[src/rtl/mem_port_arbiter_pkg.sv]
// Shared types and constants for the single-port memory arbiter.
// CAPACITY default matches the attached mem instance.
package mem_port_arbiter_pkg;

  localparam int unsigned ADDR_W   = 32;
  localparam int unsigned DATA_W   = 32;
  localparam int unsigned STREAK_W = 4;

  localparam logic [ADDR_W-1:0] DEFAULT_CAPACITY = 32'h0000_ffff;

  typedef enum logic [1:0] {
    IDLE   = 2'd0,
    ACCESS = 2'd1,
    RESP   = 2'd2
  } state_e;

  typedef enum logic {
    OWN_IF = 1'b0,
    OWN_DM = 1'b1
  } owner_e;

  // One accepted transaction, latched at grant time.
  typedef struct packed {
    owner_e              owner;
    logic                we;
    logic                err;
    logic [ADDR_W-1:0]   addr;
    logic [DATA_W-1:0]   wdata;
  } txn_t;

  // Misaligned or beyond the last valid address.
  function automatic logic addr_err(input logic [ADDR_W-1:0] addr,
                                    input logic [ADDR_W-1:0] cap);
    return (addr[1:0] != 2'b00) || (addr > cap);
  endfunction

endpackage

[src/rtl/mem_arb_pick.sv]
// Combinational grant selection: DM priority, IF forced once the DM streak
// reaches its cap while IF is waiting.
module mem_arb_pick
  import mem_port_arbiter_pkg::*;
#(
  parameter int unsigned MAX_DM_STREAK = 4
) (
  input  logic                if_req_i,
  input  logic                dm_req_i,
  input  logic                grant_window_i,
  input  logic [STREAK_W-1:0] dm_streak_i,
  output logic                if_gnt_c_o,
  output logic                dm_gnt_c_o
);

  logic if_forced;

  assign if_forced  = if_req_i && (dm_streak_i >= STREAK_W'(MAX_DM_STREAK));
  assign dm_gnt_c_o = grant_window_i && dm_req_i && !if_forced;
  assign if_gnt_c_o = grant_window_i && if_req_i && (!dm_req_i || if_forced);

endmodule

[src/rtl/mem_port_arbiter.sv]
// Shares one single-ported mem between instruction fetch and data memory.
// IDLE/RESP accept, ACCESS drives mem for one cycle, RESP returns the result.
module mem_port_arbiter
  import mem_port_arbiter_pkg::*;
#(
  parameter logic [ADDR_W-1:0] CAPACITY      = DEFAULT_CAPACITY,
  parameter int unsigned       MAX_DM_STREAK = 4
) (
  input  logic              clk,
  input  logic              rst_n,
  input  logic              if_req,
  input  logic [ADDR_W-1:0] if_addr,
  output logic              if_gnt,
  output logic              if_rvalid,
  output logic [DATA_W-1:0] if_rdata,
  output logic              if_err,
  input  logic              dm_req,
  input  logic              dm_we,
  input  logic [ADDR_W-1:0] dm_addr,
  input  logic [DATA_W-1:0] dm_wdata,
  output logic              dm_gnt,
  output logic              dm_rvalid,
  output logic [DATA_W-1:0] dm_rdata,
  output logic              dm_err,
  output logic [ADDR_W-1:0] mem_address,
  output logic [DATA_W-1:0] mem_memIn,
  output logic              mem_read,
  output logic              mem_write,
  input  logic [DATA_W-1:0] mem_memOut,
  output logic              busy
);

  state_e              state_q, state_d;
  logic [STREAK_W-1:0] streak_q, streak_d;
  txn_t                txn_q, txn_d, new_txn;
  logic                mem_rd_q, mem_rd_d;
  logic                mem_wr_q, mem_wr_d;
  logic                busy_q, busy_d;
  logic                if_rvalid_q, if_rvalid_d;
  logic [DATA_W-1:0]   if_rdata_q, if_rdata_d;
  logic                if_err_q, if_err_d;
  logic                dm_rvalid_q, dm_rvalid_d;
  logic [DATA_W-1:0]   dm_rdata_q, dm_rdata_d;
  logic                dm_err_q, dm_err_d;
  logic                grant_window;
  logic                accept;
  logic [DATA_W-1:0]   rdata_cap;

  assign grant_window = (state_q == IDLE) || (state_q == RESP);
  assign accept       = if_gnt || dm_gnt;

  mem_arb_pick #(
    .MAX_DM_STREAK (MAX_DM_STREAK)
  ) u_pick (
    .if_req_i       (if_req),
    .dm_req_i       (dm_req),
    .grant_window_i (grant_window),
    .dm_streak_i    (streak_q),
    .if_gnt_c_o     (if_gnt),
    .dm_gnt_c_o     (dm_gnt)
  );

  // Transaction that would be latched if a grant is taken this cycle.
  always_comb begin
    new_txn = '0;
    if (dm_gnt) begin
      new_txn.owner = OWN_DM;
      new_txn.we    = dm_we;
      new_txn.addr  = dm_addr;
      new_txn.wdata = dm_wdata;
      new_txn.err   = addr_err(dm_addr, CAPACITY);
    end else if (if_gnt) begin
      new_txn.owner = OWN_IF;
      new_txn.addr  = if_addr;
      new_txn.err   = addr_err(if_addr, CAPACITY);
    end
  end

  assign rdata_cap = (!txn_q.we && !txn_q.err) ? mem_memOut : '0;

  // Next-state, streak and response logic.
  always_comb begin
    state_d     = state_q;
    streak_d    = streak_q;
    txn_d       = txn_q;
    mem_rd_d    = 1'b0;
    mem_wr_d    = 1'b0;
    busy_d      = 1'b0;
    if_rvalid_d = 1'b0;
    if_rdata_d  = '0;
    if_err_d    = 1'b0;
    dm_rvalid_d = 1'b0;
    dm_rdata_d  = '0;
    dm_err_d    = 1'b0;

    case (state_q)
      IDLE, RESP: begin
        if (accept) begin
          state_d  = ACCESS;
          txn_d    = new_txn;
          mem_rd_d = !new_txn.we && !new_txn.err;
          mem_wr_d = new_txn.we && !new_txn.err;
          busy_d   = 1'b1;
          if (dm_gnt) begin
            if (!if_req) begin
              streak_d = '0;
            end else if (streak_q < STREAK_W'(MAX_DM_STREAK)) begin
              streak_d = streak_q + STREAK_W'(1);
            end
          end else begin
            streak_d = '0;
          end
        end else begin
          state_d = IDLE;
        end
      end
      ACCESS: begin
        state_d = RESP;
        if (txn_q.owner == OWN_DM) begin
          dm_rvalid_d = 1'b1;
          dm_rdata_d  = rdata_cap;
          dm_err_d    = txn_q.err;
        end else begin
          if_rvalid_d = 1'b1;
          if_rdata_d  = rdata_cap;
          if_err_d    = txn_q.err;
        end
      end
      default: state_d = IDLE;
    endcase
  end

  always_ff @(posedge clk) begin
    if (!rst_n) begin
      state_q     <= IDLE;
      streak_q    <= '0;
      txn_q       <= '0;
      mem_rd_q    <= 1'b0;
      mem_wr_q    <= 1'b0;
      busy_q      <= 1'b0;
      if_rvalid_q <= 1'b0;
      if_rdata_q  <= '0;
      if_err_q    <= 1'b0;
      dm_rvalid_q <= 1'b0;
      dm_rdata_q  <= '0;
      dm_err_q    <= 1'b0;
    end else begin
      state_q     <= state_d;
      streak_q    <= streak_d;
      txn_q       <= txn_d;
      mem_rd_q    <= mem_rd_d;
      mem_wr_q    <= mem_wr_d;
      busy_q      <= busy_d;
      if_rvalid_q <= if_rvalid_d;
      if_rdata_q  <= if_rdata_d;
      if_err_q    <= if_err_d;
      dm_rvalid_q <= dm_rvalid_d;
      dm_rdata_q  <= dm_rdata_d;
      dm_err_q    <= dm_err_d;
    end
  end

  assign mem_address = txn_q.addr;
  assign mem_memIn   = txn_q.wdata;
  assign mem_read    = mem_rd_q;
  // Reset arriving during ACCESS must kill the store at that same edge.
  assign mem_write   = mem_wr_q && rst_n;
  assign busy        = busy_q;
  assign if_rvalid   = if_rvalid_q;
  assign if_rdata    = if_rdata_q;
  assign if_err      = if_err_q;
  assign dm_rvalid   = dm_rvalid_q;
  assign dm_rdata    = dm_rdata_q;
  assign dm_err      = dm_err_q;

endmodule

[config.mk]
export PLATFORM = sky130hd
export DESIGN_NAME = mem_port_arbiter
export DESIGN_NICKNAME = d
export VERILOG_FILES = /design/src/rtl/mem_port_arbiter_pkg.sv /design/src/rtl/mem_arb_pick.sv /design/src/rtl/mem_port_arbiter.sv
export SDC_FILE = /design/constraint.sdc
export NUM_CORES = 1
export LEC_CHECK = 0
export CELL_PAD_IN_SITES_DETAIL_PLACEMENT = 0
export CELL_PAD_IN_SITES_GLOBAL_PLACEMENT = 1
export CORE_MARGIN = 2
export CORE_UTILIZATION = 31
export DETAILED_ROUTE_END_ITERATION = 10
export PLACE_DENSITY = 0.95
export SYNTH_ARGS = -nofsm -noshare
export SYNTH_HDL_FRONTEND = slang
export SYNTH_SLANG_ARGS = --single-unit
[constraint.sdc]
create_clock -name clk -period 2.5 [get_ports clk]
set_clock_uncertainty 0.05 [all_clocks]
set_input_delay 0.5 -clock clk [delete_from_list [all_inputs] [get_ports clk]]
set_output_delay 0.5 -clock clk [all_outputs]
set_load 0.01 [all_outputs]
==> Word-level counts from Yosys, hierarchy flattened <==
Index checks and enable logic that the tools add are counted.
{ "word_totals": {"regBits": 144, "input_bits": 133, "word_cells": 71} }
{ "op_classes": {"addsub": 1, "magnitude_cmp": 4, "n_eq_ne": 3, "mux": 14, "bitwise_logic": 2, "reduce_logical": 31} }
{ "op_table": {"columns": ["cell", "n"], "rows": [
  ["$mux 33", 2],
  ["$gt 32x16->1 const B", 2],
  ["$mux 32", 2],
  ["$mux 4", 3],
  ["$logic_and 1x1->1", 9],
  ["$reduce_and 3->1", 3],
  ["$logic_not 1->1", 6],
  ["$mux 1", 6],
  ["$reduce_and 2->1", 3],
  ["$logic_or 1x1->1", 5],
  ["$add 4x1->4 const B", 1],
  ["$ge 4x3->1 const B", 1],
  ["$lt 4x3->1 const B", 1],
  ["$pmux 2 s2", 1],
  ["$reduce_bool 2->1", 2],
  ["$ne 3x2->1 const B", 1],
  ["$reduce_or 3->1", 1],
  ["$eq 2x1->1 const B", 1],
  ["$eq 2x2->1 const B", 1],
  ["$logic_not 2->1", 1],
  ["$not 1->1", 2],
  ["$reduce_or 2->1", 1]
]} }

==> Longest topological paths before layout <==
{ "logic_depth": {"word_depth": 8, "ltp_mapped": 6, "mapped_depth_nobuf": 4} }

==> Cells and area by module <==
A second synthesis with hierarchy kept.
{ "hier_totals": {"hier_cells": 606, "hier_area_um2": 5725.5} }
{ "by_module_without_submodules": {"columns": ["mod", "instances", "cells_each", "area_each_um2", "seq_area_each_um2"], "rows": [
  ["mem_port_arbiter", 1, 601, 5701.7, 2882.8],
  ["mem_arb_pick", 1, 5, 23.8, 0.0]
]} }

==> Least setup slack after synthesis <==
OpenSTA, ideal clock, no wires.
{ "synth_timing": {"path_type": "input-to-reg", "start": "input port if_addr[31]", "end": "register txn_q[64] (netlist name)", "setup_ns": 0.120, "arrival_time_ns": 1.660, "required_time_ns": 2.330, "slack_ns": 0.671, "path_stages": 3, "n_path_buf": 0, "path_cell_list": "or4_1 o41a_1 o31a_1"} }
{ "synth_between": {"elab_chain_cells": 4} }
{ "synth_lines": {"columns": ["item", "line_no", "text"], "rows": [
  ["from (decl)", "mem_port_arbiter.sv:12", "input logic [ADDR_W-1:0] if_addr,"],
  ["$gt 32x16->1", "mem_port_arbiter_pkg.sv:34", "return (addr[1:0] != 2'b00) || (addr > cap);"],
  ["$logic_or 1x1->1", "mem_port_arbiter_pkg.sv:34", null],
  ["$mux 33", "mem_port_arbiter.sv:72", "end else if (if_gnt) begin"],
  ["$mux 33", "mem_port_arbiter.sv:66", "if (dm_gnt) begin"],
  ["to (signal assigned)", "mem_port_arbiter.sv:150", "txn_q <= txn_d;"],
  ["to (decl)", "mem_port_arbiter.sv:35", "txn_t txn_q, txn_d, new_txn;"]
]} }
Every way passes these cells.
A chain may end at the register's enable or synchronous reset.

==> Final worst setup path <==
{ "layout_timing": {"start": "input port if_req", "end": "output port dm_gnt"} }
{ "layout_between": {"elab_chain_cells": 3} }
{ "layout_lines": {"columns": ["item", "line_no", "text"], "rows": [
  ["from (decl)", "mem_port_arbiter.sv:11", "input logic if_req,"],
  ["$logic_and 1x1->1", "mem_arb_pick.sv:18", "assign if_forced = if_req_i && (dm_streak_i >= STREAK_W'(MAX_DM_STREAK));"],
  ["$logic_not 1->1", "mem_arb_pick.sv:19", "assign dm_gnt_c_o = grant_window_i && dm_req_i && !if_forced;"],
  ["$logic_and 1x1->1", "mem_arb_pick.sv:19", null],
  ["to (decl)", "mem_port_arbiter.sv:21", "output logic dm_gnt,"]
]} }
Every way passes these cells.

==> run_results.csv <==
group,metric,value,unit
drt,drc,0,
cts,ctsHoldBuffers,0,
drt,via_per_inst,4.704,
cts,h-tree-depth,4,
drt,wl_met2,7337,µm
yosys,ys.flop_type,"dfxtp_1",
critical_path,cp_common_cell,"clkdlybuf4s50_1",
drt,via_count,4525,
yosys,syn_inst,529,
global_route,grt_pass1_wl,23850,µm
floorplan,fp.coreArea,17180,µm²
critical_path,crit_path_max_fanout,3,
drt,wl_per_cell,16.43,µm
yosys,syn-mean-instance-area,10.20,µm²
timing,tightestPinTransition,647.5,ps
global_route,antenna_found_initial,0,
floorplan,num_io_pins,270,
yosys,netlist_area,5394,µm²
yosys,synth_cell_types,34,
place,place_hpwl,10810,µm
critical_path,critPathArrivalTime,1830,ps
critical_path,slowest_stage,"clkdlybuf4s50_1",
yosys,synth_area_leader_cell,"dfxtp_1",
layout,utilization,0.4912,
drt,maxUsedRoutingLayer,"met4",
floorplan,die_area,18470,µm²
critical_path,endpoint_kind,"output pin",
critical_path,ff2ff_setup_slack,730,ps
timing,rsz0062_at_grt,"no",
global_route,grt_pass1_vias,4362,
yosys,yosys-top-cells-area,"dfxtp_1 53%, buf_4 9.0%, and3_1 7.8%",
floorplan,die_w,135.9,µm
critical_path,required,1950,ps
drt,first_iter_violations,198,
timing,hold_viol_final,0,
global_route,grtUsageTotal,0.1674,
power,power,5.867,mW
timing,setup_viol,0,
floorplan,fp-row-count,48,
layout,num-nets-final,859,
yosys,synth_seq_area_share,0.5344,
flow_run,cap_violations,0,
drt,drt-total-wl,15800,µm
power,leakage,3.355,nW
yosys,synthArstFlopShare,0,
global_route,grt_max_degree,73,
critical_path,worstSetupPathType,"primary input to output pin",
cts,clk_pin_slew_worst_paths,60,ps
layout,drive_above_1_share,0.07463,
timing,fin_crit_sh,0.9512,
critical_path,critPathLaunchType,"primary input",
layout,antennaDiodeCount,0,
timing,timing.final.ws_setup,121.9,ps
cts,numClockSinks,144,
critical_path,crit_family,"buffers and inverters",
cts,clk_latency,410,ps
cts,post_cts_buffers,0,
yosys,synth_edf_count,0,
status,status,"complete, no violations",
critical_path,cp_cell_sequence,"clkdlybuf4s50_1, o21ai_2, and3_4, clkdlybuf4s50_1",
floorplan,die_h,135.9,µm
layout,final_cell_mix,"267 x clkdlybuf4s50_1, 144 x dfxtp_1, 66 x and3_1",
worst_hold_path,hp-class,"primary input to flip-flop",
global_route,grt.overflow.total,0,
power,max-vdd-ir-drop,433.1,µV
timing,final_max_slew_viol_count,0,
critical_path,critPathBufInv,2,
place,port_buffers,269,
layout,areaGrowthSynthToFinish,56.41,%
yosys,yosysTopAreaCellShare,0.5344,
drt,detail-route-antenna-nets,0,
layout,layout_commonest_cell,"clkdlybuf4s50_1",
place,place_congestion,0.7902,
timing,maxSlewHeadroom,0.5684,
yosys,syn_nets,663,
cts,cts-root-buf,"clkbuf_16",
timing,whs,377.7,ps
timing,finalSetupTns,0,ps
power,power_density,695.4,nW/µm²
floorplan,start_util,0.3140,
cts,cts-buffers-inserted,17,
drt,m1WireLength,6551,µm
timing,max_freq,420.5,MHz
timing,fin_crit,2378,ps
yosys,yosys_warnings,0,
drt,routed-wl-met3,1519,µm
critical_path,max_stage_delay,560,ps
yosys,ys_ff_latch,144,
cts,cts_tree,"built",
place,place_ws,47.17,ps
drt,firstDrtPassIters,5,
cts,clockBufferDepth,2,
## timing repair
action                     CTS  global route
setup endpoints to repair    0             1
hold endpoints to repair     0             0
gates resized for setup      0             3
## cells by family (layout without fill, tap and decap cells)
| family | Yosys count | after routing | synth area share |
|---|---|---|---|
| AO/OA/AOI/OAI | 77 | 77 | 0.1153 |
| buffers and inverters | 111 | 319 | 0.1285 |
| flip-flops | 144 | 144 | 0.5344 |
| AND/OR/NAND/NOR | 196 | 196 | 0.2194 |
| adder cells (fa/ha/maj) | 1 | 1 | 0.002319 |
## final cells by class
type	count	area [µm²]
tap	225	281.5
inverter	5	18.77
clock buffer	18	439.2
fill	1638	8740
multi-input combinational	274	1842
sequential	144	2883
clock inverter	13	152.6
timing repair buffer	283	2820
## flip-flops by register name, summed over array words and instances, names as in the netlist
| name | count |
|---|---|
| mem_memIn | 32 |
| dm_rdata | 32 |
| if_err | 1 |
| busy | 1 |
| dm_err | 1 |
| txn_q | 3 |
| dm_rvalid | 1 |
| mem_wr_q | 1 |
| state_q | 2 |
| streak_q | 4 |
| mem_address | 32 |
| if_rdata | 32 |
| mem_read | 1 |
| if_rvalid | 1 |
## power by group
group | leakage (nW) | switching [mW] | total, mW | internal [mW]
registers | 1.18 | 0.0519 | 2.45 | 2.40
clock network | 0.286 | 1.04 | 2.56 | 1.52
logic | 1.89 | 0.364 | 0.855 | 0.491
## worst min-delay path, cell delays in order
cell,delay [ps]
buf_2,130
nand2_1,100
nor2_1,60
## metal layers
| metal | up-vias | global-route usage |
|---|---|---|
| met1 | 2112 | 0.1975 |
| met5 | - | 0 |
| met3 | 26 | 0.06935 |
| met4 | 0 | 0.06771 |
| li1 | 2206 | - |
| met2 | 181 | 0.2699 |
## path summary, 6_finish.rpt
check,from,endpoint,cells past startpoint
min reg2reg,state_q[1]$_SDFF_PN0_,state_q[1]$_SDFF_PN0_,1
min,rst_n,state_q[1]$_SDFF_PN0_,3
max reg2reg,state_q[0]$_SDFF_PN0_,txn_q[64]$_SDFFE_PN0P_,5
max,if_req,dm_gnt,4
## Yosys cell counts (2+ instances only)
cell type	count
nor2_1	37
o21ai_1	2
dfxtp_1	144
a221oi_1	32
or4_1	2
inv_1	5
a22oi_1	32
nand4_1	3
a21boi_1	2
nor4_1	6
clkbuf_1	29
buf_4	65
buf_6	2
nor2b_1	33
buf_2	6
nand2_1	6
and3_1	67
buf_1	3
o21a_1	3
nor3b_1	32
and2_1	5
## per-stage QoR
stage	std cells	cell area (µm²)
floorplan	529	5394
global placement	931	7834
detailed placement	931	7834
CTS	962	8426
global route	962	8437
finish	962	8437
(Power assumes the default switching activity.)
